--- config.mk ---
export PLATFORM = sky130hd
export DESIGN_NAME = cond_sum_adder_pipe
export DESIGN_NICKNAME = d
export VERILOG_FILES = /design/src/rtl/cond_sum_adder_pipe.sv
export SDC_FILE = /design/constraint.sdc
export NUM_CORES = 1
export LEC_CHECK = 0
export BUFFER_PORTS_ARGS = -buffer_cell sky130_fd_sc_hd__buf_2
export CAP_MARGIN = 20
export CORE_MARGIN = 2
export CORE_UTILIZATION = 55
export CTS_BUF_LIST = sky130_fd_sc_hd__clkbuf_8 sky130_fd_sc_hd__clkbuf_16
export DETAILED_ROUTE_END_ITERATION = 10
export GPL_ROUTABILITY_DRIVEN = 0
export PLACE_DENSITY = 0.73
export SETUP_SLACK_MARGIN = 0.4
export SLEW_MARGIN = 10
export SYNTH_ARGS = -nofsm -noshare
export SYNTH_HDL_FRONTEND = slang
export SYNTH_SLANG_ARGS = --single-unit
--- constraint.sdc ---
create_clock -name clk -period 3.7 [get_ports clk]
set_input_delay 0.555 -clock clk [delete_from_list [all_inputs] [get_ports clk]]
set_output_delay 0.555 -clock clk [all_outputs]
set_load 0.1 [all_outputs]
--- src/rtl/cond_sum_adder_pipe.sv ---
// Pipelined conditional-sum adder: {C_out,S} = A + B + C_in with one register bank per merge level.
// Optional signed-overflow output Ovf is enabled by defining CSA_OVERFLOW_FLAG_EN.
module cond_sum_adder_pipe #(
  parameter int WIDTH = 16
) (
  input  logic             clk,
  input  logic             rst,
  input  logic [WIDTH-1:0] A,
  input  logic [WIDTH-1:0] B,
  input  logic             C_in,
  input  logic             In_valid,
  output logic             In_ready,
  output logic [WIDTH-1:0] S,
  output logic             C_out,
  output logic             Out_valid,
  input  logic             Out_ready
`ifdef CSA_OVERFLOW_FLAG_EN
  ,
  output logic             Ovf
`endif
);

  localparam int LEVELS = $clog2(WIDTH);

  if (WIDTH < 4 || WIDTH > 64 || (WIDTH & (WIDTH - 1)) != 0) begin : g_bad_width
    $error("cond_sum_adder_pipe: WIDTH must be a power of two in 4..64");
  end

  logic              advance;
  logic              accept;
  logic [LEVELS:0]   vld_q;
  logic [LEVELS:0]   cin_q;

  assign advance   = !vld_q[LEVELS] || Out_ready;
  assign accept    = In_valid && advance;
  assign In_ready  = advance;
  assign Out_valid = vld_q[LEVELS];

  always_ff @(posedge clk) begin
    if (rst) begin
      vld_q <= '0;
      cin_q <= '0;
    end else if (advance) begin
      vld_q <= {vld_q[LEVELS-1:0], accept};
      cin_q <= {cin_q[LEVELS-1:0], C_in};
    end
  end

  // Level k holds WIDTH>>k blocks, each with sum/carry candidates for carry-in 0 and 1.
  for (genvar k = 0; k <= LEVELS; k++) begin : lvl
    localparam int NB = WIDTH >> k;
    logic [WIDTH-1:0] s0, s1, s0_d, s1_d;
    logic [NB-1:0]    c0, c1, c0_d, c1_d;

    if (k == 0) begin : g_init
      always_comb begin
        s0_d = A ^ B;
        s1_d = ~(A ^ B);
        c0_d = A & B;
        c1_d = A | B;
      end
    end else begin : g_merge
      localparam int H = 1 << (k - 1);
      // Lower half passes through; upper half and block carry are chosen by the lower half's carries.
      always_comb begin
        s0_d = lvl[k-1].s0;
        s1_d = lvl[k-1].s1;
        c0_d = '0;
        c1_d = '0;
        for (int unsigned j = 0; j < NB; j++) begin
          for (int unsigned b = 0; b < H; b++) begin
            s0_d[2*j*H + H + b] = lvl[k-1].c0[2*j] ? lvl[k-1].s1[2*j*H + H + b]
                                                   : lvl[k-1].s0[2*j*H + H + b];
            s1_d[2*j*H + H + b] = lvl[k-1].c1[2*j] ? lvl[k-1].s1[2*j*H + H + b]
                                                   : lvl[k-1].s0[2*j*H + H + b];
          end
          c0_d[j] = lvl[k-1].c0[2*j] ? lvl[k-1].c1[2*j+1] : lvl[k-1].c0[2*j+1];
          c1_d[j] = lvl[k-1].c1[2*j] ? lvl[k-1].c1[2*j+1] : lvl[k-1].c0[2*j+1];
        end
      end
    end

    always_ff @(posedge clk) begin
      if (rst) begin
        s0 <= '0;
        s1 <= '0;
        c0 <= '0;
        c1 <= '0;
      end else if (advance) begin
        s0 <= s0_d;
        s1 <= s1_d;
        c0 <= c0_d;
        c1 <= c1_d;
      end
    end
  end

  assign S     = cin_q[LEVELS] ? lvl[LEVELS].s1    : lvl[LEVELS].s0;
  assign C_out = cin_q[LEVELS] ? lvl[LEVELS].c1[0] : lvl[LEVELS].c0[0];

`ifdef CSA_OVERFLOW_FLAG_EN
  // Carry into the MSB is recovered as S[msb] ^ A[msb] ^ B[msb]; only the propagate bit is carried.
  logic [LEVELS:0] p_q;

  always_ff @(posedge clk) begin
    if (rst) begin
      p_q <= '0;
    end else if (advance) begin
      p_q <= {p_q[LEVELS-1:0], A[WIDTH-1] ^ B[WIDTH-1]};
    end
  end

  assign Ovf = S[WIDTH-1] ^ p_q[LEVELS] ^ C_out;
`endif

endmodule

Yosys cells after proc, flatten, opt, wreduce, memory -nomap -nowiden
Cells that the tools add are included.
- register bits: 232
- logic and storage cells: 125
- multiplexer cells: 96
- bitwise logic cells: 4
- reduce and logical (&&, ||, !) cells: 3
- operators by type and width (cell ; number):
    $mux W1 ; 95
    $and A16 B16 Y16 ; 1
    $mux W16 ; 1
    $not A16 Y16 ; 1
    $or A16 B16 Y16 ; 1
    $xor A16 B16 Y16 ; 1
    $logic_and A1 B1 Y1 ; 1
    $logic_not A1 Y1 ; 1
    $logic_or A1 B1 Y1 ; 1

Depth between registers and ports, before layout
Gate-level depths: netlist of run 1.
- word-level depth: 3
- mapped depth: 7
- depth with buffers taken out: 4

Worst setup path before layout of run 1
No wires, ideal clock.
- path type: register to output
- start: register vld_q[4]
- end: output In_ready
- data arrival time: 1875 ps
- path slack: 1270 ps
- cell stages (with the launch flop): 6
- path through: dfxtp_1 -> nor2b_4 -> buf_6 -> inv_4 -> buf_4 -> buf_2
- longest elaborated chain between the ends: 2
- RTL lines (element ; RTL line ; RTL):
    start: declaration ; 31 ; logic [LEVELS:0] vld_q;
    start signal: assignment ; 44 ; vld_q <= {vld_q[LEVELS-1:0], accept};
    $logic_not A1 Y1 ; 34 ; assign advance = !vld_q[LEVELS] || Out_ready;
    $logic_or A1 B1 Y1 ; 34 ;
    end: declaration ; 12 ; output logic In_ready,
No other way between the ends.

Worst setup path after layout of run 1
- start: register cin_q[4]
- end: output S[7]
- longest elaborated chain between the ends: 1
- RTL lines (element ; RTL line ; RTL):
    start: declaration ; 32 ; logic [LEVELS:0] cin_q;
    start signal: assignment ; 45 ; cin_q <= {cin_q[LEVELS-1:0], C_in};
    $mux W16 ; 98 ; assign S = cin_q[LEVELS] ? lvl[LEVELS].s1 : lvl[LEVELS].s0;
    end: declaration ; 13 ; output logic [WIDTH-1:0] S,
No other way between the ends.

==> results of run 1 <==
-- logic make-up (layout without fill, tap and decap cells) --
group,Yosys count,count (layout),synth area share
AOI/OAI and AO/OA,231,231,0.192
adders and majority gates,32,32,0.0401
buffers and inverters,118,138,0.0605
DFF,232,232,0.466
muxes,111,111,0.114
and+or+nand+nor,339,339,0.129
-- stage by stage --
stage / hold WS [ns] / instances / util / worst slack [ns] / cell area, sq um
after global placement: 0.437 / 1271 / 0.568 / 1.39 / 10200
after detailed placement: 0.442 / 1271 / 0.568 / 1.38 / 10200
after floorplan: 0.428 / 1063 / - / 1.27 / 9970
after global routing: 0.311 / 1312 / 0.612 / 0.853 / 10900
after CTS: 0.288 / 1312 / 0.612 / 0.905 / 10900
final: 0.303 / 1312 / 0.612 / 0.969 / 10900
-- worst reg2reg max path: cells and delay by family, from the launching register on --
kind | cells | cell delay, ns
buffers and inverters | 2 | 1.08
flip-flops | 1 | 0.31
AO/OA/AOI/OAI | 1 | 0.19
AND/OR/NAND/NOR | 2 | 0.37
-- power groups by stage --
stage / combinational, mW / clock, mW / sequential [mW]
2_1_floorplan: 0.285 / 0 / 2.73
3_3_place_gp: 0.350 / 0 / 2.76
3_5_place_dp: 0.354 / 0 / 2.76
4_1_cts: 0.359 / 2.39 / 2.71
5_1_grt: 0.396 / 2.49 / 2.72
6_report: 0.354 / 2.35 / 2.71
-- sequential cells by signal, indices dropped and copies added, names as in the netlist --
signal / count
lvl.c1: 31
lvl.s0: 80
vld_q: 5
cin_q: 5
lvl.c0: 31
lvl.s1: 80
-- worst paths after layout --
check                    start             to  cells past startpoint
setup / recovery      cin_q[4]           S[7]                      2
hold / removal            C_in       cin_q[0]                      3
setup reg to reg      vld_q[4]  lvl[2].s1[13]                      5
hold reg to reg   lvl[4].s0[6]   lvl[4].s0[6]                      2
-- cell usage in the layout (no fill, tap or decap) --
cell | netlist | routed
dfxtp_1 | 232 | 232
nand2_1 | 210 | 210
nor2_1 | 128 | 128
a21oi_1 | 105 | 105
mux2i_1 | 94 | 94
a211oi_2 | 88 | 88
buf_2 | 36 | 54
a211oi_1 | 38 | 38
inv_1 | 32 | 35
ha_1 | 32 | 32
clkbuf_16 | 0 | 23
mux2_2 | 17 | 17
clkbuf_8 | 0 | 8
buf_4 | 4 | 7
clkinv_2 | 0 | 5
bufinv_16 | 0 | 2
buf_12 | 0 | 2
nor2b_4 | 1 | 1
clkinv_8 | 0 | 1
inv_6 | 0 | 1
-- per-layer routing --
metal | wire, um | global-route usage | vias up | part of all wire
li1 | - | - | 3625 | -
met1 | 9490 | 0.284 | 3115 | 0.52
met2 | 8060 | 0.297 | 73 | 0.44
met3 | 543 | 0.0235 | 20 | 0.030
met4 | 214 | 0.0383 | 0 | 0.012
met5 | 0 | 0 | - | 0
-- area by class of cell --
class                   count  area share
multi-input cells         713       0.432
flip-flops and latches    232       0.424
clock buffers              30      0.0614
repair buffers             64      0.0344
well taps                 229      0.0262
inverters                  33      0.0125
clock inverters            11     0.00960
==> out/qor.yml, run 1 <==
status: "complete, no violations"
grt_max_degree: 121
fillers: 1555
clkTransAtPathRegs_ns: 0.06
multi_input_area_sq_um: 4730
via_per_inst: 5.21
area_growth_pct: 9.76
async_flop_share: 0
post-cts-setup-buffers: 0
cts-root-buf: "clkbuf_16"
cts_tree: "built"
htree_levels: 1
drtIter0Drc: 371
relSlewSlack: 0.423
fin_skew_ns: 0.00811
rsz0062_at_grt: "no"
cts.sinks: 232
final-hold-violation-count: 0
synth_common_cells: "dfxtp_1 (232), nand2_1 (210), nor2_1 (128), a21oi_1 (105), mux2i_1 (94)"
cp-start-kind: "register"
syn_inst: 1063
cp_top_family: "flip-flops"
synth_cell_types: 17
diodes: 0
ctsHoldBuffers: 0
synth_flop_cell: "dfxtp_1"
worst_pin_slew_ns: 0.864
grt_pass1_vias: 6420
seq_area_sq_um: 4640
overflow: 0
hold_path.class: "input port to register"
pin_count: 56
netlist.area_leader.share: 0.466
synth.avg_cell_area_sq_um: 9.38
yosysMostFrequentCell: "dfxtp_1"
die_y_um: 139
drt_pass1_iterations: 4
io_buffers: 55
final.period_utilization: 0.738
numCtsBuffers: 23
fin_nets: 1136
drive_above_1_share: 0.193
crit_buf_inv: 1
max_stage_delay_ns: 0.88
synth_area_leaders: "dfxtp_1 (47%), a211oi_2 (11%), mux2i_1 (9.4%)"
vias: 6833
power_density_nw_per_um2: 494
p_int_mw: 4.18
rows: 49
arrival_ns: 2.18
antenna_found_initial: 0
start_util: 0.557
p_clk_frac: 0.434
die_x_um: 139
critPathMaxFanout: 18
wl_um: 18300
clock_latency_ns: 0.49
ctsResizeCount: 0
tns_ns: 0
drc: 0
clock_path_buffers: 3
ys_ff_latch: 232
seqPwrFrac: 0.500
setup_viol: 0
cp_slowest_cell: "dfxtp_1"
max_freq_ghz: 0.366
switchingPower_mw: 1.23
cp-end-kind: "primary output"
dp_hpwl_um: 11400
r2r_setup_slack_ns: 1.68
worstPathRequired_ns: 3.14
pwr-share-comb: 0.065
crit_chain: "mux2_2, buf_2"
path_class: "register to primary output"
syn_area_sq_um: 9970
grt_pass1_wl_um: 31500
core_area_sq_um: 17900
postRouteAntennaNets: 0
fin_crit_ns: 2.73
peakVddDrop_mv: 0.297
max_cap_violations: 0
syn_nets: 1132
power.total_mw: 5.41
slew_viol_final: 0
sw_frac_of_total: 0.227
ys_seq_area_frac: 0.466
yosysTopAreaCell: "dfxtp_1"
power.leakage_nw: 4.40
grtUsageTotal: 0.189
die_area_sq_um: 19200
yosysWarnings: 0
routedWlPerCell_um: 14.0
synth_edf_count: 0
Note: power is estimated with default switching activity, not from simulation.
==> inputs of run 2 (changes only) <==
--- a/config.mk
+++ b/config.mk
@@ -12,7 +12,7 @@
 export CTS_BUF_LIST = sky130_fd_sc_hd__clkbuf_8 sky130_fd_sc_hd__clkbuf_16
 export DETAILED_ROUTE_END_ITERATION = 10
 export GPL_ROUTABILITY_DRIVEN = 0
-export PLACE_DENSITY = 0.73
+export PLACE_DENSITY = 0.76
 export SETUP_SLACK_MARGIN = 0.4
 export SLEW_MARGIN = 10
 export SYNTH_ARGS = -nofsm -noshare
==> constraint.sdc (replaced) <==
create_clock -name clk -period 2.5 [get_ports clk]
set_input_delay 0.375 -clock clk [delete_from_list [all_inputs] [get_ports clk]]
set_output_delay 0.375 -clock clk [all_outputs]
set_load 0.1 [all_outputs]
==> run 2 against run 1 <==
Effect of this change:
- hold slack got worse by 0.18 ns
- critical path depth increased by 1
- final cell count is 0.61% higher
- first-iteration DRC count is 10% higher
- non-clock buffer count increased by 6
- sequential share of layout area down 0.32 points
- setup slack got worse by 0.51 ns
- wire length grew 4.2%
- power up 44%
- largest power group unchanged
- highest routed layer unchanged
==> out/qor.yml, run 2 (synthesized netlist as in run 1, its figures left out) <==
grtUsageMet3: 0.0314
met1_usage: 0.283
peakVddDrop_mv: 0.749
drt_pass1_iterations: 4
grt_pass1_wl_um: 32600
tns_ns: 0
critPathMaxFanout: 18
via_per_inst: 5.29
core_area_sq_um: 17900
cts-root-buf: "clkbuf_16"
worstPathRequired_ns: 2.12
worst_slack_ns: 0.460
slew_viol_final: 0
final.period_utilization: 0.816
reg_top3: "lvl.s0 x80, lvl.s1 x80"
cp-end-kind: "primary output"
drc: 0
fin_util: 0.616
rsz0062_at_grt: "no"
cp-start-kind: "register"
postRouteAntennaNets: 0
die_x_um: 139
overflow: 0
final_common_cell: "dfxtp_1"
power_density_nw_per_um2: 706
clkTransAtPathRegs_ns: 0.05
grt_max_degree: 107
vias: 6980
rows: 49
dp.cells: 1276
pin_count: 56
layout.cells.non_filler: 1320
die_area_sq_um: 19200
fin_nets: 1145
fillers: 1540
hold_path.class: "input port to register"
fin_skew_ns: 0.0161
final-hold-violation-count: 0
cts.sinks: 232
numCtsBuffers: 24
antenna_found_initial: 0
fin_crit_ns: 2.04
power.leakage_nw: 4.43
start_util: 0.557
power.total_mw: 7.79
clock_latency_ns: 0.50
grt_pass1_vias: 6669
wl_um: 19100
ctsHoldBuffers: 0
busiest_layer: "met2"
drive_above_1_share: 0.194
dp_hpwl_um: 11900
routedWlPerCell_um: 14.4
htree_levels: 1
area_growth_pct: 10.6
drtIter0Drc: 408
path_class: "register to primary output"
setup_viol: 0
max_freq_ghz: 0.490
die_y_um: 139
use_met2: 0.317
status: "complete, no violations"
layout_common_cells: "dfxtp_1 (231), nand2_1 (210), nor2_1 (128)"
clock_path_buffers: 3
grtUsageTotal: 0.197
arrival_ns: 1.66
max_cap_violations: 0
diodes: 0
dpl_worst_slack_ns: 0.608
io_buffers: 55
cts_tree: "built"
worst_pin_slew_ns: 0.587
relSlewSlack: 0.608
==> run 2: cell types whose count changed in the layout (fill, tap and decap cells not counted), sizes merged <==
cell      previous run  this run
buf                 63        67
bufinv               2         0
clkinv               6         4
clkinvlp             0         2
inv                 36        42
==> run 2: final timing paths <==
kind / depth (start not counted) / slack [ns] / end / from
setup reg to reg: 5 / 0.94 / lvl[2].c0[3] / vld_q[4]
hold / removal: 3 / 0.13 / vld_q[0] / In_valid
hold reg to reg: 2 / 0.45 / lvl[4].s1[1] / lvl[4].s1[1]
setup / recovery: 3 / 0.46 / S[10] / cin_q[4]
==> run 2: what timing repair did <==
action,in CTS,in global routing
gates cloned,1,1
resized for setup,6,14
hold endpoints to repair,0,0
endpoints found under the setup margin,18,9
setup buffers,0,1
==> run 2: report_power, final <==
part | total (mW) | leakage [nW] | switching [mW] | internal (mW)
clock | 3.24 | 0.386 | 1.36 | 1.88
sequential | 4.00 | 1.90 | 0.132 | 3.87
combinational | 0.535 | 2.14 | 0.302 | 0.233
total | 7.79 | 4.43 | 1.80 | 5.99
==> run 2: per-stage QoR <==
| step | hold WS (ns) | cell area [sq um] |
|---|---|---|
| 3_5_place_dp | 0.441 | 10200 |
| 4_1_cts | 0.114 | 11000 |
| 5_1_grt | 0.125 | 11000 |
| 2_1_floorplan | 0.428 | 9980 |
| 6_report | 0.125 | 11000 |
| 3_3_place_gp | 0.437 | 10200 |
==> run 2: area by class of cell <==
| class | count | area [sq um] | area share |
|---|---|---|---|
| Timing Repair inverter | 2 | 17.5 | 0.00159 |
| Sequential cell | 232 | 4650 | 0.421 |
| Clock buffer | 28 | 667 | 0.0604 |
| Multi-Input combinational cell | 713 | 4730 | 0.428 |
| Timing Repair Buffer | 70 | 495 | 0.0449 |
| Tap cell | 229 | 287 | 0.0260 |
| Inverter | 33 | 136 | 0.0124 |
| Clock inverter | 13 | 58.8 | 0.00533 |
==> run 2: per-layer routing <==
layer / vias up / share of wire / routed length (um)
li1: 3635 / - / -
met1: 3216 / 0.49 / 9270
met2: 109 / 0.46 / 8760
met3: 20 / 0.043 / 820
met4: 0 / 0.011 / 218
met5: - / 0 / 0
==> run 2: critical path, cell delays in order (launching register included) <==
cell and delay [ns]:
dfxtp_1 0.32, buf_6 0.20, mux2_2 0.35, buf_2 0.29
